`src/rtl/uart_tx_fifo.sv`:
```
// UART transmitter fed by a small word FIFO: start bit, LSB-first data, optional parity, stop bit(s).
// One serial bit per uart_clk_rx cycle; line, busy and done are registered from next-state values.
module uart_tx_fifo #(
  parameter int unsigned DATA_BITS  = 8,
  parameter int unsigned STOP_BITS  = 1,
  parameter int unsigned PARITY     = 0,
  parameter int unsigned FIFO_DEPTH = 4
) (
  input  logic                                  uart_clk_rx,
  input  logic                                  RST_n,
  input  logic [DATA_BITS-1:0]                  tx_data,
  input  logic                                  tx_valid,
  output logic                                  tx_ready,
  output logic                                  uart_tx_data,
  output logic                                  tx_busy,
  output logic                                  tx_done,
  output logic [$clog2(FIFO_DEPTH+1)-1:0]       fifo_count
);

  localparam int unsigned CW = $clog2(FIFO_DEPTH + 1);
  localparam int unsigned PW = $clog2(FIFO_DEPTH);
  localparam int unsigned BW = $clog2(DATA_BITS);

  typedef enum logic [2:0] {S_IDLE, S_START, S_DATA, S_PARITY, S_STOP} state_t;

  state_t               r_state, w_state_nx;
  logic [DATA_BITS-1:0] r_mem [FIFO_DEPTH];
  logic [PW-1:0]        r_wr_ptr, r_rd_ptr;
  logic [CW-1:0]        r_count;
  logic [DATA_BITS-1:0] r_shift;
  logic [BW-1:0]        r_bit;
  logic                 r_stop, r_par, r_line, r_busy, r_done;
  logic                 w_push, w_pop, w_empty, w_last_bit, w_last_stop;
  logic                 w_line_nx, w_busy_nx, w_done_nx;
  logic [DATA_BITS-1:0] w_head;

  assign tx_ready     = (r_count != CW'(FIFO_DEPTH));
  assign w_push       = tx_valid && tx_ready;
  assign w_empty      = (r_count == '0);
  assign w_head       = r_mem[r_rd_ptr];
  assign w_last_bit   = (r_bit == BW'(DATA_BITS - 1));
  assign w_last_stop  = (r_stop == 1'(STOP_BITS - 1));
  assign uart_tx_data = r_line;
  assign tx_busy      = r_busy;
  assign tx_done      = r_done;
  assign fifo_count   = r_count;

  // Outputs are computed for the state being entered, so the pop edge already drives the start bit.
  always_comb begin
    w_state_nx = r_state;
    w_line_nx  = 1'b1;
    w_busy_nx  = 1'b1;
    w_done_nx  = 1'b0;
    w_pop      = 1'b0;
    case (r_state)
      S_IDLE: begin
        w_busy_nx = 1'b0;
        if (!w_empty) begin
          w_pop      = 1'b1;
          w_state_nx = S_START;
          w_line_nx  = 1'b0;
          w_busy_nx  = 1'b1;
        end
      end
      S_START: begin
        w_state_nx = S_DATA;
        w_line_nx  = r_shift[0];
      end
      S_DATA: begin
        if (!w_last_bit) begin
          w_line_nx = r_shift[0];
        end else if (PARITY != 0) begin
          w_state_nx = S_PARITY;
          w_line_nx  = r_par;
        end else begin
          w_state_nx = S_STOP;
          w_done_nx  = (STOP_BITS == 1);
        end
      end
      S_PARITY: begin
        w_state_nx = S_STOP;
        w_done_nx  = (STOP_BITS == 1);
      end
      S_STOP: begin
        if (!w_last_stop) begin
          w_done_nx = 1'b1;
        end else if (!w_empty) begin
          w_pop      = 1'b1;
          w_state_nx = S_START;
          w_line_nx  = 1'b0;
        end else begin
          w_state_nx = S_IDLE;
          w_busy_nx  = 1'b0;
        end
      end
      default: begin
        w_state_nx = S_IDLE;
        w_busy_nx  = 1'b0;
      end
    endcase
  end

  always_ff @(posedge uart_clk_rx) begin
    if (w_push) r_mem[r_wr_ptr] <= tx_data;
  end

  always_ff @(posedge uart_clk_rx) begin
    if (!RST_n) begin
      r_state  <= S_IDLE;
      r_wr_ptr <= '0;
      r_rd_ptr <= '0;
      r_count  <= '0;
      r_shift  <= '0;
      r_bit    <= '0;
      r_stop   <= 1'b0;
      r_par    <= 1'b0;
      r_line   <= 1'b1;
      r_busy   <= 1'b0;
      r_done   <= 1'b0;
    end else begin
      r_state <= w_state_nx;
      r_line  <= w_line_nx;
      r_busy  <= w_busy_nx;
      r_done  <= w_done_nx;
      if (w_push) r_wr_ptr <= r_wr_ptr + 1'b1;
      if (w_pop)  r_rd_ptr <= r_rd_ptr + 1'b1;
      case ({w_push, w_pop})
        2'b10:   r_count <= r_count + 1'b1;
        2'b01:   r_count <= r_count - 1'b1;
        default: r_count <= r_count;
      endcase
      if (w_pop) begin
        r_shift <= w_head;
        r_par   <= (PARITY == 1) ? ~^w_head : ^w_head;
        r_bit   <= '0;
      end else if (r_state == S_START || (r_state == S_DATA && !w_last_bit)) begin
        r_shift <= r_shift >> 1;
      end
      if (r_state == S_DATA && !w_last_bit) r_bit <= r_bit + 1'b1;
      if (r_state == S_STOP) r_stop <= r_stop + 1'b1;
      else                   r_stop <= 1'b0;
    end
  end

endmodule

```
`config.mk`:
```
export PLATFORM = sky130hd
export DESIGN_NAME = uart_tx_fifo
export DESIGN_NICKNAME = d
export VERILOG_FILES = /design/src/rtl/uart_tx_fifo.sv
export SDC_FILE = /design/constraint.sdc
export NUM_CORES = 1
export LEC_CHECK = 0
export BUFFER_PORTS_ARGS = -buffer_cell sky130_fd_sc_hd__buf_2
export CAP_MARGIN = 20
export CORE_MARGIN = 2
export CORE_UTILIZATION = 25
export DETAILED_ROUTE_END_ITERATION = 6
export PLACE_DENSITY = 0.44
export SKIP_LAST_GASP = 1
export SYNTH_ARGS = -nofsm -noshare
export SYNTH_HDL_FRONTEND = slang
export SYNTH_SLANG_ARGS = --single-unit
```
`constraint.sdc`:
```
create_clock -name uart_clk_rx -period 6.3 [get_ports uart_clk_rx]
set_clock_uncertainty 0.15 [all_clocks]
set_input_delay 0.315 -clock uart_clk_rx [delete_from_list [all_inputs] [get_ports uart_clk_rx]]
set_output_delay 0.315 -clock uart_clk_rx [all_outputs]
set_load 0.01 [all_outputs]
```
* Word-level counts from Yosys, hierarchy flattened
Memories as Yosys holds them, arrays and structs flattened. A register that Yosys moved wholly into a read port is not among the register bits.
Cells that the tools add are included.
** Word-level totals
- Register bits :: 25
- Latch bits :: 0
- Memory bits (writable) :: 32
- Bits in read-only memories :: 0
- Bits of input ports :: 11
- Output and inout port bits :: 7
- Memories :: 1
** Memories
- r_mem :: words 4, bits a word 8, rd ports 1, clocked after memory_dff 1, wr ports 1, RTL line 27 : logic [DATA_BITS-1:0] r_mem [FIFO_DEPTH];
** Cells by class
- $add $sub $neg :: 6
- $mul :: 0
- Divide/modulo/power cells :: 0
- Order comparisons :: 0
- Eq/ne operators :: 11
- Shift-type cells :: 0
- Multiplexer cells :: 26
- Bitwise gates (word level) :: 0
- Reduce and logical (&&, ||, !) cells :: 12
** Operator list (number)
- 8-bit 2-to-1 mux :: 2
- 3-bit 2-to-1 mux :: 5
- 3-bit one-hot mux with 5 select lines :: 1
- 1-bit 2-to-1 mux :: 11
- 3-bit by 1-bit adder with 3-bit output (second input constant) :: 2
- 3-bit by 2-bit == test with 1-bit output (second input constant) :: 2
- 3-bit == test (second input constant) :: 2
- 3-bit zero test :: 2
- 2-bit inequality test (second input constant) :: 3
- 1-bit one-hot mux with 3 select lines :: 2
- 3-bit one-hot mux with 2 select lines :: 1
- 2-bit nonzero test :: 3
- 2-bit by 1-bit adder with 2-bit output (second input constant) :: 2
- 2-bit 2-to-1 mux :: 2
- 1-bit one-hot mux with 4 select lines :: 1
- 3-bit by 1-bit == test with 1-bit output (second input constant) :: 1
- 3-bit inequality test (second input constant) :: 1
- 3-bit AND reduction :: 1
- 3-bit OR reduction :: 1
- 3-bit by 1-bit subtractor with 3-bit output (second input constant) :: 1
- 2-bit by 1-bit == test with 1-bit output (second input constant) :: 1
- 2-bit == test (second input constant) :: 1
- 1-bit logical AND :: 2
- 1-bit one-hot mux with 2 select lines :: 1
- other kinds (4) :: 4

* Longest topological paths before layout
Gate-level depths: netlist of run 1.
- Word-level depth :: 6
- Depth in mapped cells :: 10
- Gate-level depth less buffers :: 9

* Worst setup path before layout of run 1
No wires, ideal clock.
- Path type :: register to register
- Start point :: register r_count[2] (netlist: fifo_count[2])
- End point :: register r_count[2] (netlist: fifo_count[2])
- Data arrival time :: 2304 ps
- Slack :: 3770 ps
- Cell stages (with the launch flop) :: 10
- Buffers on the path :: 0
- Period minus slack after synthesis :: 2530 ps
- Cells stage by stage :: dfxtp_1 > or3b_1 > and2_1 > inv_1 > ha_1 > inv_1 > fa_1 > xor2_1 > or3_1 > a21boi_0
** Between the ends
- Elaborated cells on any way between the ends :: 12
** RTL lines
- start: declaration :: RTL line 29 : logic [CW-1:0] r_count;
- start signal: assignment :: RTL line 128 : 2'b10: r_count <= r_count + 1'b1;
- start signal: assignment :: RTL line 129 : 2'b01: r_count <= r_count - 1'b1;
- start signal: assignment :: RTL line 130 : default: r_count <= r_count;
- 3-bit inequality test (*) :: RTL line 37 : assign tx_ready = (r_count != CW'(FIFO_DEPTH));
- via tx_ready :: RTL line 13 : output logic tx_ready,
- 1-bit logical AND (*) :: RTL line 38 : assign w_push = tx_valid && tx_ready;
- 2-bit by 1-bit == test with 1-bit output or 2-bit == test (tied branches) :: RTL line 127 : case ({w_push, w_pop})
- 3-bit one-hot mux with 2 select lines or 2-bit nonzero test (tied branches)
Mark *: on every way through the listed nets, which the timed path passes. The rest lies on a longest branch.
A chain may end at the register's enable or synchronous reset.

* Final worst setup path of run 1
- Start point :: register r_count[0] (netlist: fifo_count[0])
- End point :: register r_count[2] (netlist: fifo_count[2])
** Between the ends
- Cells in the longest elaborated chain, start to end :: 6
- Elaborated cells on any way between the ends :: 12
** Ends and longest elaborated chain
- 3-bit zero test :: RTL line 39 : assign w_empty = (r_count == '0);
- 1-bit 2-to-1 mux :: RTL line 58, 87
- 1-bit 2-to-1 mux :: RTL line 85 : if (!w_last_stop) begin
- 1-bit one-hot mux with 2 select lines :: RTL line 55 : case (r_state)
- 2-bit by 1-bit == test with 1-bit output or 2-bit == test (tied branches) :: RTL line 127
- 3-bit one-hot mux with 2 select lines or 2-bit nonzero test (tied branches)
Several ways; a longest one is shown, not always the timed one.

==> run metrics, run 1 <==
leak pwr=about 1 nW; M3 GR Usage=4.37%; clock tree buffer depth=2; Buffers on Ports=17; Stages on worst setup path=9; Startpoint Class=register; Arr. time, crit path=slightly above 3 ns; Root Buffer=clkbuf_8; Yosys top cell by area=edfxtp_1; Post-synth top flop=edfxtp_1; Async SR Flop Fraction=0%; first-pass GRT wire length=between 7000 and 8000 um; reg2reg start=fifo_count[0]; Yosys cell types=between 40 and 50; share of the synthesized area in the top cell type=about two fifths; crit path launch=fifo_count[0]; IO Pins=18; final WL=4400 um; share of layout cells above drive strength 1=approximately 22%; RSZ-0062 raised after global routing=no; Core Area=just under 10,000 sq um; met1 usage=12.3%; Critical Path End=fifo_count[2]; setup repair bufs after CTS=0; number of synthesis warnings=0; sequential fraction of the synthesis area=60.9%; RR Endpoint=fifo_count[2]; starting density of the core=roughly 25%; MaxCap Viol Count=0; worst setup margin=roughly 3.4 ns; hpwl dp=between 2000 and 3000 um; FP Rows=36; n_diodes=0; fmax=approximately 340 MHz; Syn Inst Count=between 150 and 200; total CTS buffers=9; layer with the highest usage=met2; number of global-route vias before repair=1,420; Post-DRT Antenna Nets=0; synthesized flop and latch total=between 50 and 60; Tmin final=around 2.9 ns; crit-path cells=or3_1 > nand3_1 > clkinv_1 > ha_1 > inv_1 > fa_1 > xor2_1 > or3_1 > a21boi_0; Final Hold Fails=0; H-tree depth=3; period utilization=46.7%; DRT iter0 DRCs=75; CP Buf/Inv Count=2; relative slew slack=approximately three fifths; Syn Std Cell Area=2470 sq um; nets=between 200 and 250; Placement Setup Slack=3.32 ns; Post-CTS Resized=0; Top cell by count, worst path=or3_1; critical path peak fanout=12; drt pass-1 iters=4; Top delay family on crit path=simple AND/OR/NAND/NOR gates; Finished Cell Area=2840 sq um; Post-Syn Nets=202; Die X=a little over 100 um; Die Height=103 um; all-layer global routing usage=9.52%; Sink Count=59; Area contributors post-synth=edfxtp_1 39%, dfxtp_1 22%, mux4_2 6.4%, ha_1 3.5%, nand2_1 3.3%; fill cell count=roughly 1,000; WHS Path Cells=1; Post-synth EDFFs=32; placer congestion estimate=between 0.7 and 0.8; CTS tree=built; Avg Cell Area, Syn=approximately 13 sq um; worst vdd ir=approximately 0.16 mV; outcome=finished, final reports clean; DIE AREA=around 11,000 sq um; Worst-Margin Slew=0.629 ns; Max Slew Vio Count=0; vias per cell=4.10; Total Power=1.27 mW; Worst setup EP type=register; WL/cell=approximately 13 um; # DRC=0; met2 usage=13.6%; CTS Hold Bufs=0; crit-path max cell delay=0.45 ns; required time worst endpoint=approximately 6.4 ns; slowest CP cell=or3_1; reg2reg setup slack=roughly 3.4 ns; clk slew on worst S/H paths=0.07 ns; largest net degree at the start of global routing=27; final setup fails=0; worst skew pair latency=between 0.3 and 0.4 ns; initial antenna violation count=0; Reg2Reg Depth=9; setup TNS=0 ns; P&R area growth vs syn=15.1%; Hold Path Class=in -> reg; WS Path Type=reg -> reg; vias=approximately 1,400; area post-placement=between 2000 and 3000 sq um; power density cells=around 450 nW/um^2; GRT overflow=0
-- worst reg2reg max path, cell delays in order (launching register included) --
cell      delay, ns
dfxtp_1        0.36
or3_1          0.45
nand3_1        0.43
clkinv_1       0.39
ha_1           0.32
inv_1          0.07
fa_1           0.17
xor2_1         0.07
or3_1          0.30
a21boi_0       0.16
-- sequential cells by signal, summed over array words and instances (netlist names), 2 cells and up, named ones only --
register and flops:
r_bit 3, fifo_count 3, r_rd_ptr 2, r_wr_ptr 2
r_shift 8, r_state 3, r_mem 32
-- cell usage after synthesis (3+ instances only) --
cell       n
a21boi_0   4
a31oi_1    5
a31oi_2    3
and2_1    10
and3_1     4
dfxtp_1   27
edfxtp_1  32
ha_1       7
inv_1      8
mux4_2     7
nand2_1   22
nand3_1    3
nor2_1     3
o21ai_0    7
o21ai_1    3
xnor2_1    4
-- cell type report --
class	count	area (sq um)	share of cell area (%)
clock buffers	11	131	4.63
flip-flops and latches	59	1500	52.9
repair buffers	17	85.1	3.00
well taps	133	166	5.86
multi-input cells	106	858	30.2
inverters	9	33.8	1.19
clock inverters	5	62.6	2.20
-- worst min path at each step --
stage | to | start | slack [ns]
finish | r_mem[0][2] | tx_data[2] | 0.05
global route | r_mem[1][4] | tx_data[4] | 0.02
detailed placement | r_shift[1] | r_shift[2] | 0.32
CTS | r_mem[2][2] | tx_data[2] | 0.03
floorplan | r_mem[0][0] | tx_data[0] | 0.26
global placement | r_shift[1] | r_shift[2] | 0.31
-- cells in the final DEF, fill, tap and decap left out, types with 2 or more instances in the layout --
cell        instances
and2_1             10
dfxtp_1            27
buf_2              17
or3_1               2
a31oi_1             5
inv_1               8
ha_1                7
xnor2_1             4
clkbuf_1            2
clkbuf_8            9
nand2_1            22
o21ai_0             7
nor3b_1             2
o21a_1              2
nand3_1             3
o21ai_1             3
edfxtp_1           32
a21boi_0            4
nor2_1              3
and3_1              4
mux4_2              7
a31oi_2             3
clkinvlp_4          2
-- routing by layer --
metal / up-vias / wire (um)
li1: 708 / -
met1: 656 / 2210
met2: 22 / 1950
met3: 8 / 183
met4: 0 / 61
met5: - / 0
-- logic make-up (layout without fill, tap and decap cells) --
kind of cell	after synthesis	after routing	share of synthesized area, %
multiplexers	9	9	7.86
adder cells (fa/ha/maj)	8	8	4.36
AND/OR/NAND/NOR	55	55	11.9
AO/OA/AOI/OAI	29	29	8.87
XOR/XNOR	5	5	1.77
flip-flops	59	59	60.9
buffers and inverters	18	42	4.36
-- report_power, final --
part / internal [mW] / leakage (nW) / switching, mW
clock: 0.185 / 0.0901 / 0.154
combinational: 0.169 / 0.394 / 0.221
sequential: 0.479 / 0.515 / 0.0578
total: 0.834 / 1.00 / 0.433
-- metrics by stage --
step | std cells | util, % | hold WS [ns]
2_1_floorplan | 183 | - | 0.264
3_3_place_gp | 324 | 27.3 | 0.311
3_5_place_dp | 324 | 27.3 | 0.317
4_1_cts | 340 | 29.3 | 0.0259
5_1_grt | 340 | 29.3 | 0.0211
6_report | 340 | 29.3 | 0.0463
(Power assumes the default switching activity.)
==> run 2, diff against run 1 <==
==> constraint.sdc (replaced) <==
create_clock -name uart_clk_rx -period 2.75 [get_ports uart_clk_rx]
set_clock_uncertainty 0.15 [all_clocks]
set_input_delay 0.1375 -clock uart_clk_rx [delete_from_list [all_inputs] [get_ports uart_clk_rx]]
set_output_delay 0.1375 -clock uart_clk_rx [all_outputs]
set_load 0.01 [all_outputs]
==> run 2 against run 1 <==
Effect of this change: die area did not move; design area grew 3.2%; clock power up 110%; largest cell class unchanged; highest routed layer unchanged.
==> run metrics, run 2 (synthesis gave the netlist of run 1 again) <==
hpwl dp=2940 um (+2.8%); nets=232 (+5.0%); IO Pins=18 (unchanged); Buffers on Ports=17 (unchanged); Startpoint Class=register; relative slew slack=57.5% (-0.59 points); RSZ-0062 raised after global routing=no; Non-Filler Instances=351 (+3.2%); n_diodes=0 (unchanged); Hold Slack=0.0427 ns (-0.00354 ns); Core Area=9680 sq um (unchanged); drt pass-1 iters=4 (unchanged); vias per cell=4.17 (+1.7%); total CTS buffers=9 (unchanged); leak pwr=1.05 nW (+5.5%); share of layout cells above drive strength 1=23.9% (+2.1 points); final WL=4530 um (+2.9%); Regs by FF count=r_mem x32, r_shift x8; crit-path cells=or3b_4 > and2_1 > inv_1 > ha_1 > inv_1 > fa_1 > xor2_1 > or3_1 > a21boi_0; fill cell count=1,018 (+0.098%); WL/cell=12.9 um (-0.31%); DRT iter0 DRCs=56 (-25%); Root Buffer=clkbuf_8; starting density of the core=25.5% (unchanged); required time worst endpoint=2.86 ns (-3.55 ns); Post-DRT Antenna Nets=0 (unchanged); Finished Cell Area=2930 sq um (+3.2%); FP Rows=36 (unchanged); Die Height=103 um (unchanged); Sink Count=59 (unchanged); largest register by flop count=r_mem; GRT overflow=0 (unchanged); all-layer global routing usage=9.58% (+0.064 points); Worst-Margin Slew=0.638 ns (+0.00882 ns); vias=1,463 (+4.9%); Die X=103 um (unchanged); CTS tree=built; largest net degree at the start of global routing=27 (unchanged); DIE AREA=10,700 sq um (unchanged); Top cell by count, worst path=inv_1; area post-placement=2670 sq um (+0.85%); Placement Setup Slack=0.142 ns (-3.18 ns); clock tree buffer depth=2 (unchanged); H-tree depth=3 (unchanged); placer congestion estimate=0.693 (-8.7%); Worst setup EP type=register; slowest CP cell=or3b_4; Tmin final=2.56 ns (-0.378 ns); MaxCap Viol Count=0 (unchanged); worst skew pair latency=0.34 ns (about the same); final setup fails=0 (unchanged); Hold Path Class=in -> reg; critical path peak fanout=6 (-6); Max Slew Vio Count=0 (unchanged); P&R area growth vs syn=18.7%; Final Hold Fails=0 (unchanged); clk slew on worst S/H paths=0.07 ns (about the same); Core Util, Final=30.2% (+0.93 points); max reg flops=32 (unchanged); first-pass GRT wire length=7430 um (+1.3%); power density cells=990 nW/um^2 (+120%); crit-path max cell delay=0.44 ns (about the same); most frequent cells in the layout=32 x edfxtp_1, 26 x dfxtp_1, 22 x nand2_1; setup TNS=0 ns (unchanged); number of global-route vias before repair=1,449 (+2.0%); period utilization=93.1% (+46 points); initial antenna violation count=0 (unchanged); # DRC=0 (unchanged); worst setup margin=0.189 ns (-3.17 ns); Arr. time, crit path=2.67 ns (-0.38 ns); worst vdd ir=0.336 mV (+110%); Placed Cells=327 (+0.93%); WS Path Type=reg -> reg; outcome=finished, final reports clean; fmax=390 MHz (+15%); Total Power=2.90 mW (+130%); commonest non-fill, non-tap cell in the layout=edfxtp_1
## run 2: cell types whose count changed in the layout (fill, tap and decap cells not counted)
cell and delta:
dfxtp_2 +1, clkinvlp_4 -2, clkinv_4 +3, or3b_4 +1, dlygate4sd3_1 +8, dfxtp_1 -1, clkinv_2 +2, clkbuf_1 -2
or3b_1 -1, bufinv_16 -1, buf_4 +3
## run 2: metal layers
layer,track usage (%),vias to the layer above,wire length (um)
met1,12.1,710,2240
met4,3.64,0,59
met5,0,-,0
li1,-,724,-
met3,3.83,6,141
met2,14.8,23,2090
## run 2: worst paths after layout
path / start / end / slack, ns / depth (start not counted)
setup reg to reg: fifo_count[0] / fifo_count[2] / 0.19 / 9
hold / removal: RST_n / uart_tx_data / 0.04 / 2
hold reg to reg: r_shift[2] / r_shift[1] / 0.32 / 2
setup / recovery: fifo_count[0] / fifo_count[2] / 0.19 / 9
## run 2: cell type report
| cell class | instances | area [sq um] | area share (%) |
|---|---|---|---|
| clock inverter | 7 | 53.8 | 1.84 |
| sequential | 59 | 1500 | 51.3 |
| timing repair buffer | 28 | 188 | 6.41 |
| inverter | 9 | 33.8 | 1.15 |
| tap | 133 | 166 | 5.68 |
| clock buffer | 9 | 124 | 4.23 |
| multi-input combinational | 106 | 861 | 29.4 |
## run 2: what timing repair did
| item | CTS | global route |
|---|---|---|
| buffers inserted | 0 | 0 |
| gates resized for setup | 0 | 2 |
| hold endpoints to repair | 32 | 0 |
| hold buffers | 8 | 0 |
| setup endpoints to repair | 0 | 1 |
## run 2: where the power goes
group	internal, mW	switching [mW]	total [mW]	leakage (nW)
clock	0.332	0.375	0.707	0.0935
combinational	0.440	0.529	0.969	0.445
sequential	1.10	0.123	1.22	0.516
total	1.87	1.03	2.90	1.05
## run 2: critical path, delay by kind of cell, from the launching register on
kind | cells | cell delay, ns
compound gates | 1 | 0.18
xor+xnor | 1 | 0.16
buf+inv | 2 | 0.14
flops | 1 | 0.37
simple gates | 3 | 0.94
fa+ha+maj | 2 | 0.56
==> run 3, diff against run 2 <==
--- a/config.mk
+++ b/config.mk
@@ -5,12 +5,13 @@
 export SDC_FILE = /design/constraint.sdc
 export NUM_CORES = 1
 export LEC_CHECK = 0
+export ABC_CLOCK_PERIOD_IN_PS = 2750
 export BUFFER_PORTS_ARGS = -buffer_cell sky130_fd_sc_hd__buf_2
 export CAP_MARGIN = 20
 export CORE_MARGIN = 2
-export CORE_UTILIZATION = 25
+export CORE_UTILIZATION = 30
 export DETAILED_ROUTE_END_ITERATION = 6
-export PLACE_DENSITY = 0.44
+export PLACE_DENSITY = 0.49
 export SKIP_LAST_GASP = 1
 export SYNTH_ARGS = -nofsm -noshare
 export SYNTH_HDL_FRONTEND = slang
==> run 3 against run 2 <==
Effect of this change: combinational power fell by 3.4%; hold slack worse by 0.011 ns; via count fell by 1.8%; clock power grew 6.5%; design area shrank 0.90%; non-clock buffer count fell by 1; maximum frequency up 1.2%; core utilization increased by 5.6 points; sequential power about the same; critical path depth unchanged; global-route usage is 1.3 points higher; largest cell class unchanged; largest power group unchanged.
==> run metrics, run 3 (synthesis gave the netlist of run 1 again) <==
outcome=finished, final reports clean; relative slew slack=57.5% (about the same); hold wc startpoint=RST_n; CTS tree=built; WL/cell=13.0 um (+0.87%); Hold Path Class=in -> reg; Top delay family on crit path=simple AND/OR/NAND/NOR gates; max reg flops=32 (unchanged); met1 usage=12.8% (+0.73 points); nets=231 (-0.43%); Sink Count=59 (unchanged); Hold Slack=0.0315 ns (-0.0112 ns); DRT iter0 DRCs=29 (-48%); power density cells=1010 nW/um^2 (+1.6%); vias per cell=4.46 (+7.1%); WS Path Type=reg -> reg; Final Hold Fails=0 (unchanged); crit-path cells=or3b_4 > and2_1 > inv_1 > ha_1 > inv_1 > fa_1 > xor2_1 > or3_1 > a21boi_0; DIE AREA=8970 sq um (-16%); starting density of the core=30.5% (+5.0 points); fill cell count=832 (-18%); area occupied by multi-input gates=861 sq um (unchanged); MaxCap Viol Count=0 (unchanged); leak pwr=1.05 nW (-0.83%); setup repair bufs after CTS=0 (unchanged); logic gate share of total power=32.1% (-1.3 points); share of layout cells above drive strength 1=22.6% (-1.3 points); clock tree buffer depth=2 (unchanged); hpwl dp=2690 um (-8.5%); slowest CP cell=or3b_4; CP Buf/Inv Count=2 (unchanged); reg2reg setup slack=0.22 ns (+0.03 ns); total internal power=1.95 mW (+4.1%); reg2reg start=fifo_count[0]; first-pass GRT wire length=7140 um (-3.9%); net switching power=0.971 mW (-5.5%); Worst setup EP type=register; largest register by flop count=r_mem; worst vdd ir=0.448 mV (+34%); worst skew pair latency=0.33 ns (about the same); fmax=395 MHz (+1.2%); P&R area growth vs syn=17.6%; hold endpoint=uart_tx_data; H-tree depth=3 (unchanged); Reg2Reg Depth=9 (unchanged); initial antenna violation count=0 (unchanged); FP Rows=33 (-8.3%); clk slew on worst S/H paths=0.07 ns (about the same); GRT overflow=0 (unchanged); Regs by FF count=r_mem x32, r_shift x8; Reg area=1500 sq um (unchanged); number of global-route vias before repair=1,437 (-0.83%); Root Buffer=clkbuf_8; Max Slew Vio Count=0 (unchanged); Tmin final=2.53 ns (-0.0316 ns); most frequent cells in the layout=32 x edfxtp_1, 26 x dfxtp_1, 22 x nand2_1; Buffers on Ports=17 (unchanged); drt pass-1 iters=4 (unchanged); layer with the highest usage=met2; vias=1,437 (-1.8%); clock network fraction of design power=25.8% (+1.4 points); RR Endpoint=fifo_count[2]; Top cell by count, worst path=inv_1; Sw Ratio=33.2% (-2.2 points); period utilization=92.0% (-1.1 points); total CTS buffers=9 (unchanged); Startpoint Class=register; commonest non-fill, non-tap cell in the layout=edfxtp_1; Core Area=8090 sq um (-16%); Die X=94.7 um (-8.4%); Die Height=94.7 um (-8.4%); met2 usage=17.7% (+2.9 points); final WL=4190 um (-7.5%); Worst-Margin Slew=0.638 ns (-0.000499 ns); required time worst endpoint=2.85 ns (about the same); register share of total power=42.1% (about the same); RSZ-0062 raised after global routing=no; final setup fails=0 (unchanged); Post-DRT Antenna Nets=0 (unchanged); Arr. time, crit path=2.63 ns (-0.04 ns); WHS Path Cells=2 (unchanged); all-layer global routing usage=10.9% (+1.3 points); critical path peak fanout=6 (unchanged); IO Pins=18 (unchanged); placer congestion estimate=0.683 (-1.4%); n_diodes=0 (unchanged); M3 GR Usage=4.55% (+0.72 points); crit-path max cell delay=0.44 ns (about the same); setup TNS=0 ns (unchanged); largest net degree at the start of global routing=27 (unchanged); # DRC=0 (unchanged)
## run 3: cell count changes in the layout (fill, tap and decap cells not counted), sizes merged
cell,change
buf,-1
bufinv,+1
clkbuf,+1
clkinv,-3
clkinvlp,+2
inv,-1
## run 3: per-stage QoR
stage,setup WS [ns],total power [mW],cells,instance area [sq um],util [%]
6_report,0.220,2.92,322,2900,35.9
5_1_grt,0.00382,3.17,322,2900,35.9
4_1_cts,0.165,2.97,322,2900,35.8
3_5_place_dp,0.194,2.19,298,2630,32.4
3_3_place_gp,0.258,2.19,298,2630,32.4
2_1_floorplan,0.220,2.05,183,2470,-
## run 3: worst max path at each step
stage	startpoint	to	slack (ns)	cells after the start
2_1_floorplan	fifo_count[2]	fifo_count[2]	0.22	9
3_3_place_gp	fifo_count[0]	fifo_count[2]	0.26	9
3_5_place_dp	fifo_count[0]	fifo_count[2]	0.19	9
4_1_cts	fifo_count[0]	fifo_count[2]	0.16	9
5_1_grt	fifo_count[0]	fifo_count[2]	0.004	9
6_report	fifo_count[0]	fifo_count[2]	0.22	9
## run 3: power by group through the flow
stage	Sequential [mW]	Clock, mW	Combinational, mW
4_1_cts	1.23	0.781	0.956
5_1_grt	1.26	0.828	1.08
3_3_place_gp	1.25	0	0.938
3_5_place_dp	1.25	0	0.942
2_1_floorplan	1.19	0	0.858
6_report	1.23	0.753	0.936
## run 3: layout make-up
type                       count  share of cell area (%)
clock buffer                  10                    4.40
clock inverter                 6                    2.28
inverter                       9                    1.16
multi-input combinational    106                    29.7
sequential                    59                    51.8
tap                          105                    4.53
timing repair buffer          27                    6.21
## run 3: what timing repair did
item / CTS / global route
hold endpoints to repair: 32 / 0
resized for setup: 0 / 2
hold buffers: 8 / 0
endpoints found under the setup margin: 0 / 1
## run 3: worst reg2reg max path, cell delays in order, from the launching register on
cell	delay, ns
dfxtp_1	0.36
or3b_4	0.44
and2_1	0.20
inv_1	0.08
ha_1	0.18
inv_1	0.06
fa_1	0.37
xor2_1	0.16
or3_1	0.30
a21boi_0	0.16
## run 3: per-layer routing
| metal | vias up | part of all wire, % |
|---|---|---|
| met4 | 0 | 1.2 |
| met5 | - | 0 |
| met3 | 6 | 3.8 |
| met1 | 686 | 46 |
| li1 | 725 | - |
| met2 | 20 | 48 |
